==> src/rtl/prefix_adder_pipe.sv <==
// prefix_adder_pipe: pipelined Kogge-Stone adder/subtractor with valid/ready flow control and status flags
module prefix_adder_pipe #(
  parameter int WIDTH     = 32,
  parameter int REG_EVERY = 2
) (
  input  logic             clk,
  input  logic             rst,
  input  logic             in_valid,
  output logic             in_ready,
  input  logic [WIDTH-1:0] a,
  input  logic [WIDTH-1:0] b,
  input  logic             cin,
  input  logic             sub,
  output logic             out_valid,
  input  logic             out_ready,
  output logic [WIDTH-1:0] y,
  output logic             cout,
  output logic             ovf,
  output logic             zero
);
  localparam int LEVELS = $clog2(WIDTH);
  localparam int T = LEVELS - 1;
  logic             stall;
  logic [WIDTH-1:0] b_eff;
  logic             c0;
  logic [WIDTH:0]   g0, p0;
  logic [WIDTH-1:0] pr0;
  logic             v0;
  logic [WIDTH:0]   carry;
  logic [WIDTH-1:0] sum;
  assign stall    = out_valid & ~out_ready;
  assign in_ready = ~stall;
  assign b_eff    = sub ? ~b : b;
  assign c0       = sub | cin;
  // input rank: bitwise generate/propagate, carry-in sits at index 0 as a pure generate
  always_ff @(posedge clk or posedge rst)
    if (rst) begin
      v0  <= 1'b0;
      g0  <= '0;
      p0  <= '0;
      pr0 <= '0;
    end else if (!stall) begin
      v0  <= in_valid;
      g0  <= {a & b_eff, c0};
      p0  <= {a ^ b_eff, 1'b0};
      pr0 <= a ^ b_eff;
    end
  for (genvar k = 0; k < LEVELS; k++) begin : lvl
    logic [WIDTH:0]   gi, pi, go, po;
    logic [WIDTH-1:0] pr;
    logic             v;
    if (k == 0) begin : s
      assign gi = g0;
      assign pi = p0;
      assign pr = pr0;
      assign v  = v0;
    end else if (k % REG_EVERY == 0) begin : s
      // pipeline rank between level groups
      always_ff @(posedge clk or posedge rst)
        if (rst) begin
          v  <= 1'b0;
          gi <= '0;
          pi <= '0;
          pr <= '0;
        end else if (!stall) begin
          v  <= lvl[k-1].v;
          gi <= lvl[k-1].go;
          pi <= lvl[k-1].po;
          pr <= lvl[k-1].pr;
        end
    end else begin : s
      assign gi = lvl[k-1].go;
      assign pi = lvl[k-1].po;
      assign pr = lvl[k-1].pr;
      assign v  = lvl[k-1].v;
    end
    assign go = gi | (pi & (gi << (1 << k)));
    assign po = pi & ~(~pi << (1 << k));
  end
  // the top group spans WIDTH positions and stops one short of the carry-in, so fold it in here
  assign carry = lvl[T].go | (lvl[T].po & {lvl[T].go[0], {WIDTH{1'b0}}});
  assign sum   = lvl[T].pr ^ carry[WIDTH-1:0];
  // output rank: sum and status flags, held while the consumer stalls
  always_ff @(posedge clk or posedge rst)
    if (rst) begin
      out_valid <= 1'b0;
      y         <= '0;
      cout      <= 1'b0;
      ovf       <= 1'b0;
      zero      <= 1'b0;
    end else if (!stall) begin
      out_valid <= lvl[T].v;
      y         <= sum;
      cout      <= carry[WIDTH];
      ovf       <= carry[WIDTH] ^ carry[WIDTH-1];
      zero      <= ~|sum;
    end
endmodule

==> config.mk <==
export PLATFORM = sky130hd
export DESIGN_NAME = prefix_adder_pipe
export DESIGN_NICKNAME = d
export VERILOG_FILES = /design/src/rtl/prefix_adder_pipe.sv
export SDC_FILE = /design/constraint.sdc
export NUM_CORES = 1
export LEC_CHECK = 0
export ABC_AREA = 1
export BUFFER_PORTS_ARGS = -buffer_cell sky130_fd_sc_hd__buf_2
export CORE_MARGIN = 4
export CORE_UTILIZATION = 55
export CTS_BUF_LIST = sky130_fd_sc_hd__clkbuf_8 sky130_fd_sc_hd__clkbuf_16
export CTS_CLUSTER_DIAMETER = 50
export DETAILED_ROUTE_END_ITERATION = 12
export PLACE_DENSITY = 0.79
export SYNTH_ARGS = -nofsm -noshare
export SYNTH_HDL_FRONTEND = slang
export SYNTH_SLANG_ARGS = --single-unit
==> constraint.sdc <==
create_clock -name clk -period 15 [get_ports clk]
set_clock_uncertainty 0.2 [all_clocks]
set_input_delay 3.75 -clock clk [delete_from_list [all_inputs] [get_ports clk]]
set_output_delay 3.75 -clock clk [all_outputs]
set_load 0.01 [all_outputs]
Yosys cells after proc, flatten, opt, wreduce, memory -nomap -nowiden

Index checks and enable logic that the tools add are counted.
Widths: inputs -> output; s select.

Register bits: 300
Output and inout port bits: 37
Word-level logic and storage cells: 55

Mux-type cells: 1
Bitwise operators: 36
Reduce and logical (&&, ||, !) cells: 2

Operator list:

| kind             | number |
|---|---|
| $and 33x33->33   | 11 |
| $or 33x33->33    | 6 |
| $not 33->33      | 5 |
| $not 32->32      | 2 |
| $xor 32x32->32   | 2 |
| $and 32x32->32   | 1 |
| $mux 32          | 1 |
| $reduce_or 32->1 | 1 |
| $not 31->31      | 1 |
| $not 29->29      | 1 |
| $not 25->25      | 1 |
| $not 17->17      | 1 |
| $not 1->1        | 2 |
| $and 1x1->1      | 1 |
| $logic_not 1->1  | 1 |
| $or 1x1->1       | 1 |
| $xor 1x1->1      | 1 |

Depth between registers and ports, before layout

Word-level depth: 8
Gate-level depth with buffers: 10
Depth with buffers taken out: 10

Worst setup path after synthesis

OpenSTA, ideal clock, no wires.

Path type: input to output
Start: input port out_ready
End: output port in_ready
Data arrival time: 4.335 ns
Required time: 11.050 ns
Slack: 6.715 ns
Stages on the path: 5
Path through: nor2_4 > buf_6 > inv_6 > buf_6 > buf_2

Cells in the longest elaborated chain, start to end: 3

Ends and longest elaborated chain:

| element     | line | RTL |
|---|---|---|
| from (decl) | 15   | `input logic out_ready,` |
| $not 1->1   | 31   | `assign stall = out_valid & ~out_ready;` |
| $and 1x1->1 | 31   |  |
| $not 1->1   | 32   | `assign in_ready = ~stall;` |
| to (decl)   | 9    | `output logic in_ready,` |

Every way passes these cells.

Worst setup path in the final report

Same ends and word-level chain as after synthesis.

==> metrics.log <==
INFO  metric vdd_drop_max = 0.183 mV
INFO  metric fp.dieArea = 25600 µm²
INFO  metric grt_start_max_net_pins = 248
INFO  metric timing.setup.tns = 0 ns
INFO  metric worstReg2RegEnd = lvl[2].pi[16]
INFO  metric synthMostInstantiatedCell = sky130_fd_sc_hd__nand2_1
INFO  metric hold_class = flip-flop to flip-flop
INFO  metric global_route.usage.met2 = 33.8%
INFO  metric timing.fmax = 0.108 GHz
INFO  metric io_pins = roughly 110
INFO  metric drt-total-wl = 28300 µm
INFO  metric die_width = 160 µm
INFO  metric gp_congestion = 0.892
INFO  metric number_of_flops_mapped_to_enable_cells_by_yosys = 0
INFO  metric via_per_inst = 5.45
INFO  metric most_utilized_layer_in_the_global_route_result = met2
INFO  metric timing_worst_slew_pin_value = about 1.1 ns
INFO  metric clk_pin_slew_worst_paths = 0.06 ns
INFO  metric power.static_leakage = 6.96 nW
INFO  metric grt_first_pass_wirelength = between 40000 and 50000 µm
INFO  metric kind_of_end_point_of_the_critical_path = primary output
INFO  metric rsz_0062_raised_after_global_routing = false
INFO  metric post_cts.repair.setup_buffers = 0
INFO  metric clk_path_buf_depth = 3
INFO  metric start_kind = primary input
INFO  metric drive_gt1_share = 11.5%
INFO  metric grtUsageTotal = 22.1%
INFO  metric synth.cell_area = 12700 µm²
INFO  metric path_max_fanout = 247
INFO  metric cts_buffers = 28
INFO  metric min_path_cells = 1
INFO  metric clk_root_buffer_cell = sky130_fd_sc_hd__clkbuf_16
INFO  metric critical_path_arrival = 5.35 ns
INFO  metric drcViolationCount = 0
INFO  metric routed-via-count = 9732
INFO  metric most_frequent_cells_after_synthesis = sky130_fd_sc_hd__nand2_1, sky130_fd_sc_hd__dfrtp_1, sky130_fd_sc_hd__o21ai_0
INFO  metric drv_slew = 0
INFO  metric grt_overflow_total = 0
INFO  metric min_period_over_period = ~62%
INFO  metric via_count_of_the_first_global_routing_pass = ~9300
INFO  metric critical_path_required = 11.05 ns
INFO  metric hold_path.startpoint = lvl[4].v
INFO  metric synth_cells = 1404
INFO  metric yosysSeqAreaShare = 55.2%
INFO  metric drt_pass1_iterations = 6
INFO  metric power.density_cell_area = 200 nW/µm²
INFO  metric htreeDepth = 1
INFO  metric syn-num-nets = around 1500
INFO  metric timing.max_cap.violations = 0
INFO  metric grt_use_met3 = under 10%
INFO  metric synth_area_leaders = sky130_fd_sc_hd__dfrtp_1, sky130_fd_sc_hd__nand2_1, sky130_fd_sc_hd__o21ai_0
INFO  metric synth_ff_type = sky130_fd_sc_hd__dfrtp_1
INFO  metric crit_type = primary input to primary output
INFO  metric synth_top_cell_area_share = about 55%
INFO  metric initialDrtViolationCount = 941
INFO  metric layout.core_utilization = between 60% and 70%
INFO  metric ys_async_sr_fraction = 100%
INFO  metric diodes = 0
INFO  metric grt_util_met1 = 33.3%
INFO  metric placement_rows = 55
INFO  metric yosys.cell_types.count = 38
INFO  metric insertion_delay = 0.53 ns
INFO  metric hold_viol = 0
INFO  metric io_buffers = 106
INFO  metric r2r_cells = 7
INFO  metric grt_antenna_before_repair = 0
INFO  metric num-nets-final = around 1600
INFO  metric cts.sink_count = 280
INFO  metric die-height = between 150 and 200 µm
INFO  metric hold_end = out_valid
INFO  metric cell_type_with_the_largest_total_area_after_synthesis = sky130_fd_sc_hd__dfrtp_1
INFO  metric drtAntennaViolNets = 0
INFO  metric dp.final_hpwl = about 20000 µm
INFO  metric setup.reg_to_reg.worst_slack = about 12 ns
INFO  metric slew_headroom = between 20% and 30%
INFO  metric syn_to_final_growth = 11.6%
INFO  metric number_of_storage_elements_in_the_synthesis_netlist = 280
INFO  metric cts_resized = 0
INFO  metric min_period = 9.30 ns
INFO  metric tritoncts = done
INFO  metric r2r-start = out_valid
INFO  metric cts.hold.buffers_added = 0
INFO  metric status = finished, final reports clean
INFO  metric design.core.area = 22600 µm²
INFO  metric syn-mean-instance-area = 9.04 µm²
INFO  metric routed_wire_length_per_instance = approximately 16 µm
INFO  metric starting_utilization_of_the_core_area = 56.0%
INFO  metric final-setup-viol-count = 0
INFO  metric yosysWarningCount = 0
INFO  metric post-layout-total-power = 2.84 mW
-- worst max-delay path, stage by stage --
cell and delay [ns]:
sky130_fd_sc_hd__buf_2 0.11, sky130_fd_sc_hd__nor2_4 0.12, sky130_fd_sc_hd__buf_12 0.54, sky130_fd_sc_hd__inv_8 0.37, sky130_fd_sc_hd__buf_2 0.26
-- how the worst max path moves through the flow --
stage	startpoint	to	slack [ns]	depth (start not counted)
after global placement	out_ready	in_ready	5.69	5
after global routing	out_ready	in_ready	5.58	5
after CTS	out_ready	in_ready	5.68	5
after floorplan	rst	cout	3.33	1
final	out_ready	in_ready	5.70	5
after detailed placement	out_ready	in_ready	5.68	5
-- where the power goes --
group	internal, mW	switching [mW]	leakage (nW)
logic	0.308	0.560	2.97
clock network	0.411	0.278	0.487
registers	1.05	0.233	3.50
-- cells by family (layout without fill, tap and decap cells) --
group / after synthesis / in the layout / synth area share (%)
XOR/XNOR: 47 / 47 / 3.24
AND/OR/NAND/NOR: 546 / 546 / 17.3
buffers and inverters: 190 / 288 / 6.98
AO/OA/AOI/OAI: 309 / 309 / 14.1
adder cells (fa/ha/maj): 32 / 32 / 3.16
flip-flops: 280 / 280 / 55.2
-- placed cells by master, fill, tap and decap left out, types with 30 or more instances in the layout --
| cell | n |
|---|---|
| sky130_fd_sc_hd__dfrtp_1 | 280 |
| sky130_fd_sc_hd__xor2_1 | 34 |
| sky130_fd_sc_hd__nand2_1 | 431 |
| sky130_fd_sc_hd__o21ai_1 | 30 |
| sky130_fd_sc_hd__ha_1 | 32 |
| sky130_fd_sc_hd__nor2_1 | 40 |
| sky130_fd_sc_hd__buf_2 | 106 |
| sky130_fd_sc_hd__inv_1 | 133 |
| sky130_fd_sc_hd__o21ai_0 | 147 |
| sky130_fd_sc_hd__nand3_1 | 51 |
| sky130_fd_sc_hd__a21oi_1 | 47 |
-- state kept, by name, indices dropped and copies added (netlist names) --
register,count
ovf,1
g0,33
cout,1
out_valid,1
y,32
lvl.v,3
zero,1
lvl.gi,66
lvl.pi,46
lvl.pr,96
-- metrics by stage --
stage / cell area (µm²) / setup slack (ns) / cells / hold slack, ns
after floorplan: 12700 / 3.33 / 1404 / 0.240
after global placement: 13200 / 5.69 / 1737 / 0.252
after detailed placement: 13200 / 5.68 / 1737 / 0.251
after CTS: 14200 / 5.68 / 1787 / 0.266
after global routing: 14200 / 5.58 / 1787 / 0.284
final: 14200 / 5.70 / 1787 / 0.262
-- cell type report --
| class | instances | area (µm²) |
|---|---|---|
| fillers | 1890 | 8480 |
| flip-flops and latches | 280 | 7010 |
| multi-input cells | 934 | 4800 |
| clock buffers | 35 | 808 |
| repair buffers | 111 | 581 |
| inverters | 127 | 492 |
| well taps | 285 | 357 |
| clock inverters | 15 | 118 |
-- layer usage --
layer	vias to the layer above	wire, µm
li1	4751	-
met3	57	1860
met4	0	709
met1	4613	13000
met5	-	0
met2	311	12700
No activity file was read; power rests on OpenSTA's default activity.
